$ cat config.mk
export PLATFORM = sky130hd
export DESIGN_NAME = rx_frame_ctrl
export DESIGN_NICKNAME = d
export VERILOG_FILES = /design/src/rtl/rx_frame_ctrl.sv
export SDC_FILE = /design/constraint.sdc
export NUM_CORES = 1
export LEC_CHECK = 0
export CAP_MARGIN = 15
export CORE_MARGIN = 2
export CORE_UTILIZATION = 45
export CTS_BUF_LIST = sky130_fd_sc_hd__clkbuf_8 sky130_fd_sc_hd__clkbuf_16
export CTS_CLUSTER_DIAMETER = 30
export CTS_CLUSTER_SIZE = 30
export DETAILED_ROUTE_END_ITERATION = 8
export PLACE_DENSITY = 0.65
export SLEW_MARGIN = 15
export SYNTH_ARGS = -nofsm -noshare
export SYNTH_HDL_FRONTEND = slang
export SYNTH_SLANG_ARGS = --single-unit
export TNS_END_PERCENT = 5
$ cat constraint.sdc
create_clock -name clock -period 2.99 [get_ports clock]
set_input_delay 0.7475 -clock clock [delete_from_list [all_inputs] [get_ports clock]]
set_output_delay 0.7475 -clock clock [all_outputs]
set_load 0.02 [all_outputs]
$ cat src/rtl/rx_frame_ctrl.sv
// Receive-side frame parser: SYNC, opcode, addr, data, chk (XOR of payload).
// Presents a decoded command with a valid/ready handshake; flags timeouts, bad checksums and overruns.
module rx_frame_ctrl #(
  parameter logic [7:0]  SYNC_BYTE      = 8'hAA,
  parameter logic [31:0] TIMEOUT_CYCLES = 32'd57288
) (
  input  logic       clock,
  input  logic       resetn,
  input  logic       rx_done,
  input  logic [7:0] rx_data,
  output logic       cmd_valid,
  input  logic       cmd_ready,
  output logic [7:0] cmd_opcode,
  output logic [7:0] cmd_addr,
  output logic [7:0] cmd_data,
  output logic       frame_error,
  output logic       overrun,
  output logic       busy
);

  typedef enum logic [2:0] {
    IDLE, GET_OP, GET_ADDR, GET_DATA, GET_CHK, ISSUE
  } state_t;

  state_t      state_q;
  logic [7:0]  op_q, addr_q, data_q;
  logic [7:0]  cmd_opcode_q, cmd_addr_q, cmd_data_q;
  logic        cmd_valid_q, frame_error_q, overrun_q;
  logic [31:0] cnt_q;

  always_ff @(posedge clock or negedge resetn) begin
    if (!resetn) begin
      state_q       <= IDLE;
      op_q          <= 8'h00;
      addr_q        <= 8'h00;
      data_q        <= 8'h00;
      cmd_opcode_q  <= 8'h00;
      cmd_addr_q    <= 8'h00;
      cmd_data_q    <= 8'h00;
      cmd_valid_q   <= 1'b0;
      frame_error_q <= 1'b0;
      overrun_q     <= 1'b0;
      cnt_q         <= 32'd0;
    end else begin
      frame_error_q <= 1'b0;
      overrun_q     <= 1'b0;
      case (state_q)
        IDLE: begin
          cnt_q <= 32'd0;
          if (rx_done && rx_data == SYNC_BYTE) state_q <= GET_OP;
        end
        GET_OP, GET_ADDR, GET_DATA, GET_CHK: begin
          // An arriving byte always beats a timeout expiring in the same cycle.
          if (rx_done) begin
            cnt_q <= 32'd0;
            case (state_q)
              GET_OP:   begin op_q   <= rx_data; state_q <= GET_ADDR; end
              GET_ADDR: begin addr_q <= rx_data; state_q <= GET_DATA; end
              GET_DATA: begin data_q <= rx_data; state_q <= GET_CHK;  end
              default: begin
                if (rx_data == (op_q ^ addr_q ^ data_q)) begin
                  cmd_opcode_q <= op_q;
                  cmd_addr_q   <= addr_q;
                  cmd_data_q   <= data_q;
                  cmd_valid_q  <= 1'b1;
                  state_q      <= ISSUE;
                end else begin
                  frame_error_q <= 1'b1;
                  state_q       <= IDLE;
                end
              end
            endcase
          end else if (cnt_q >= TIMEOUT_CYCLES - 32'd1) begin
            frame_error_q <= 1'b1;
            cnt_q         <= 32'd0;
            state_q       <= IDLE;
          end else if (cnt_q != 32'hFFFF_FFFF) begin
            cnt_q <= cnt_q + 32'd1;
          end
        end
        ISSUE: begin
          cnt_q <= 32'd0;
          // Bytes arriving while a command is pending are dropped.
          if (rx_done) overrun_q <= 1'b1;
          if (cmd_ready) begin
            cmd_valid_q <= 1'b0;
            state_q     <= IDLE;
          end
        end
        default: state_q <= IDLE;
      endcase
    end
  end

  assign cmd_valid   = cmd_valid_q;
  assign cmd_opcode  = cmd_opcode_q;
  assign cmd_addr    = cmd_addr_q;
  assign cmd_data    = cmd_data_q;
  assign frame_error = frame_error_q;
  assign overrun     = overrun_q;
  assign busy        = (state_q != IDLE);

endmodule

Word level (Yosys, flattened, before mapping)
Cells that the tools add are included.

operators by class
  muxes and demuxes = 23
  equality and inequality tests = 15
  bitwise operators = 3
  $lt $le $gt $ge = 1
  add/subtract/negate cells = 1
  reduce and logical (&&, ||, !) cells = 15

operators by type and width
  cell                     count
  $mux W32                 3
  $pmux W32 S2             1
  $add A32 B1 Y32 const B  1
  $ge A32 B16 Y1 const B   1
  $ne A32 B32 Y1 const B   1
  $pmux W3 S3              2
  $xor A8 B8 Y8            2
  $mux W3                  5
  $reduce_and A3 Y1        4
  $mux W1                  11
  $ne A2 B2 Y1 const B     5
  $eq A8 B8 Y1             1
  $eq A8 B8 Y1 const B     1
  $eq A3 B2 Y1 const B     2
  $eq A3 B3 Y1 const B     2
  $reduce_and A5 Y1        1
  $ne A4 B4 Y1 const B     1
  $reduce_and A4 Y1        1
  $reduce_bool A2 Y1       2
  $reduce_or A4 Y1         1
  $eq A3 B1 Y1 const B     1
  $logic_not A3 Y1         1
  $ne A3 B3 Y1 const B     1
  $reduce_bool A3 Y1       1
  other kinds (6)          6

storage, ports and cells
  output and inout port bits = 28
  bits of input ports = 12
  register bits = 86
  word-level logic and storage cells = 69

Longest topological paths before layout
  depth after elaboration = 7
  depth in mapped cells = 8
  mapped depth without buffers = 6

Worst setup path after synthesis
OpenSTA, ideal clock, no wires.

  kind = in2reg
  from = input rx_data[2]
  to = register cmd_addr_q[7], in the netlist cmd_addr[7]
  required time = 2.865 ns
  stages on the path = 6
  arrival = 2.114 ns
  library setup time = 0.125 ns
  path buffers = 1
  setup slack = 0.751 ns
  path through = xor2_1 xnor2_1 nor4_2 nand3_4 buf_6 mux2_4

on the way
  word-level cells in the longest chain between the ends = 2

RTL lines
  element                      RTL line  RTL
  start: declaration           10        input logic [7:0] rx_data,
  $eq A8 B8 Y1                 61        if (rx_data == (op_q ^ addr_q ^ data_q)) begin
  $reduce_and A4 Y1 (no line)  -
  end signal: assignment       63        cmd_addr_q <= addr_q;
  end: declaration             27        logic [7:0] cmd_opcode_q, cmd_addr_q, cmd_data_q;

No other way between the ends.
A chain may end at the register's enable or synchronous reset.

Worst setup path after layout
  from = register state_q[0]
  to = output busy

on the way
  word-level cells in the longest chain between the ends = 1

RTL lines
  element                   RTL line  RTL
  start: declaration        25        state_t state_q;
  start signal: assignment  33        state_q <= IDLE;
  start signal: assignment  50        if (rx_done && rx_data == SYNC_BYTE) state_q <= GET_OP;
  start signal: assignment  57        GET_OP: begin op_q <= rx_data; state_q <= GET_ADDR; end
  $reduce_bool A3 Y1        101       assign busy = (state_q != IDLE);
  end: declaration          18        output logic busy

No other way between the ends.

==> impl_metrics.py <==
metrics = {
    "clocking": {
        "path_clk_slew_ps": 90,
        "cts_resized": 0,
        "hold_buffers": 0,
        "cts_root_buf": "clkbuf_8",
        "cts_buffers": 9,
        "cts_tree": "done",
        "clockBufferDepth": 2,
        "clk_latency_ps": 360,
        "postCtsSetupBuffers": 0,
        "htreeDepth": 3,
        "cts.sinks": 86,
    },
    "die": {
        "start_util_pct": 45.9,
        "coreArea_sq_um": 8590,
        "dieArea_sq_um": 9530,
        "die_h_microns": 97.6,
        "rows": 34,
        "die_x_microns": 97.6,
        "ios": 40,
    },
    "synth": {
        "ys.flop_type": "dfrtp_1",
        "synth.mux.area_fraction_pct": 17.0,
        "syn-instance-count": 316,
        "synth_area_per_cell_sq_um": 12.5,
        "synth_fa_ha_area_share_pct": 0.317,
        "synthArstFlopShare_pct": 100,
        "yosysSeqAreaShare_pct": 54.5,
        "synth_top_family_by_area": "multiplexers",
        "synth_area_sq_um": 3950,
        "ys_warn_count": 0,
        "synth_nets": 329,
        "synth_compound_area_share_pct": 6.82,
        "synthSimpleGateAreaFrac_pct": 13.5,
        "synth_seq_cells": 86,
        "synth-edff-count": 0,
        "synthDistinctLibCells": 45,
        "synth_xor_area_share_pct": 5.55,
    },
    "placed_design": {
        "dp_hpwl_microns": 5300,
        "place_area_sq_um": 4590,
        "place.gp.congestion": 0.779,
        "portBuffers": 39,
    },
    "pwr": {
        "power_density_nw_per_um2": 775,
        "power_leakage_nw": 2.19,
        "ir_drop_mv": 0.309,
    },
    "layout": {
        "num-fill-cells": 740,
        "drive_gt1_share_pct": 24.0,
        "n_antenna_cell": 0,
        "multi_input_area_sq_um": 1700,
        "final_common_cell": "dfrtp_1",
        "fin_area_sq_um": 4810,
        "fin_util_pct": 56.0,
        "area_growth_pct": 22.0,
        "num-nets-final": 387,
        "final_cell_mix": "86 x dfrtp_1, 38 x clkdlybuf4s50_1, 31 x mux2_2",
        "regArea_sq_um": 2150,
    },
    "setup_path": {
        "critPathMaxStageDelay_ps": 570,
        "arrival_ps": 1950,
        "cp_slowest_cell": "clkdlybuf4s50_1",
        "startpoint_type": "flop",
        "path_max_fanout": 12,
        "path_cells": "nor3_1 -> inv_1 -> clkdlybuf4s50_1",
        "required_ps": 2240,
        "cp-end-kind": "output port",
        "worstSetupPathType": "reg -> out",
    },
    "sta": {
        "setup_viol": 0,
        "min_period_ps": 2700,
        "rsz0062_at_grt": "no",
        "hold_viol": 0,
        "finalCritPeriodShare_pct": 90.3,
        "fin_worst_skew_ps": 10.9,
        "relSlewSlack_pct": 45.3,
        "max_freq_ghz": 0.370,
        "worst_pin_slew_ps": 820,
        "tns_ps": 0,
        "whs_ps": 381,
        "finalMaxSlewViolations": 0,
    },
    "outcome": {
        "outcome": "completed",
    },
    "route": {
        "routed_via_density": 5.33,
        "antenna_left": 0,
        "drtIter0Drc": 99,
        "vias": 2594,
        "wirelength_microns": 7900,
        "drc_errors": 0,
        "first_pass_iters": 4,
        "wl_per_cell_microns": 16.2,
    },
    "grt": {
        "grt_usage_pct": 17.8,
        "grt_overflow": 0,
        "grt_pass1_wl_microns": 13500,
        "antenna_found_initial": 0,
        "grt_pass1_vias": 2654,
        "grt_max_degree": 45,
    },
    "min_path": {
        "hp-class": "in -> async",
    },
    "flow_run": {
        "maxCapViolations": 0,
    },
}
==> layer usage <==
layer  up-vias  track usage (%)  wire [microns]
li1       1246                -               -
met5         -                0               0
met2        44             27.5            3730
met4         0             6.73             111
met1      1294             24.9            3810
met3        10             3.74             248
==> flip-flops by register name (all words and copies together), names as in the netlist <==
name	flops
cmd_opcode	8
cmd_addr	8
op_q	8
frame_error	1
overrun	1
cmd_valid	1
cnt_q	32
cmd_data	8
addr_q	8
state_q	3
data_q	8
==> stage by stage <==
step / power (mW) / setup WS [ps] / instances
after floorplan: 2.45 / 751 / 316
after global placement: 2.80 / 116 / 471
after detailed placement: 2.83 / 96.8 / 471
after CTS: 3.78 / 287 / 487
after global routing: 3.96 / 178 / 487
final: 3.73 / 290 / 487
==> logic make-up (layout without fill, tap and decap cells) <==
group / count (synthesis) / count (layout)
buf+inv: 19 / 82
xor+xnor: 25 / 25
mux: 54 / 54
flops: 86 / 86
compound gates: 39 / 39
simple gates: 92 / 92
fa+ha+maj: 1 / 1
==> critical path, delay by kind of cell (launching register included) <==
kind / cells / cell delay (ps)
and+or+nand+nor: 1 / 380
buffers and inverters: 2 / 710
DFF: 1 / 510
==> power breakdown <==
group | total, mW | internal, mW | leakage (nW) | switching, mW
Clock | 0.929 | 0.499 | 0.117 | 0.429
Sequential | 1.58 | 1.38 | 1.15 | 0.205
Combinational | 1.22 | 0.635 | 0.930 | 0.583
Total | 3.73 | 2.51 | 2.19 | 1.22
==> final timing paths <==
check,from,to,slack [ps],cells past startpoint
min,resetn,cnt_q[31],380,1
max in group asynchronous,resetn,cmd_data[6],1970,2
max reg2reg,cnt_q[16],cnt_q[6],720,5
min reg2reg,cnt_q[19],cnt_q[19],490,1
max,state_q[0],busy,290,3
min in group clock,cnt_q[19],cnt_q[19],490,1
==> layout make-up <==
| cell class | instances | area share (%) |
|---|---|---|
| tap | 108 | 2.81 |
| multi-input combinational | 211 | 35.4 |
| timing repair buffer | 57 | 11.6 |
| clock buffer | 10 | 2.86 |
| sequential | 86 | 44.7 |
| inverter | 9 | 0.702 |
| clock inverter | 6 | 1.90 |
==> synthesized netlist by cell type, types with 2 or more instances <==
| cell | number | area share (%) |
|---|---|---|
| dfrtp_1 | 86 | 55 |
| nor4_1 | 8 | 1.3 |
| a41oi_1 | 2 | 0.44 |
| a21oi_1 | 13 | 1.6 |
| clkbuf_1 | 5 | 0.48 |
| and4b_1 | 2 | 0.51 |
| mux2_4 | 18 | 6.8 |
| a2111oi_2 | 2 | 0.76 |
| nor4_2 | 2 | 0.63 |
| mux2_2 | 31 | 8.8 |
| a211o_1 | 2 | 0.44 |
| nor2_1 | 9 | 0.86 |
| o21bai_1 | 2 | 0.38 |
| and3_1 | 9 | 1.4 |
| o21ai_0 | 9 | 1.1 |
| nand2_1 | 17 | 1.6 |
| xnor2_1 | 16 | 3.6 |
| nor3_1 | 5 | 0.63 |
| inv_1 | 9 | 0.86 |
| nand3_1 | 15 | 1.9 |
| a22o_1 | 2 | 0.44 |
| nor2b_1 | 3 | 0.48 |
| mux2i_1 | 5 | 1.3 |
| buf_6 | 2 | 0.57 |
| buf_2 | 3 | 0.38 |
| nand4_1 | 4 | 0.63 |
| nand2b_1 | 2 | 0.32 |
| and2_1 | 8 | 1.3 |
| xor2_1 | 9 | 2.0 |
Power figures use the tool's default switching activity.
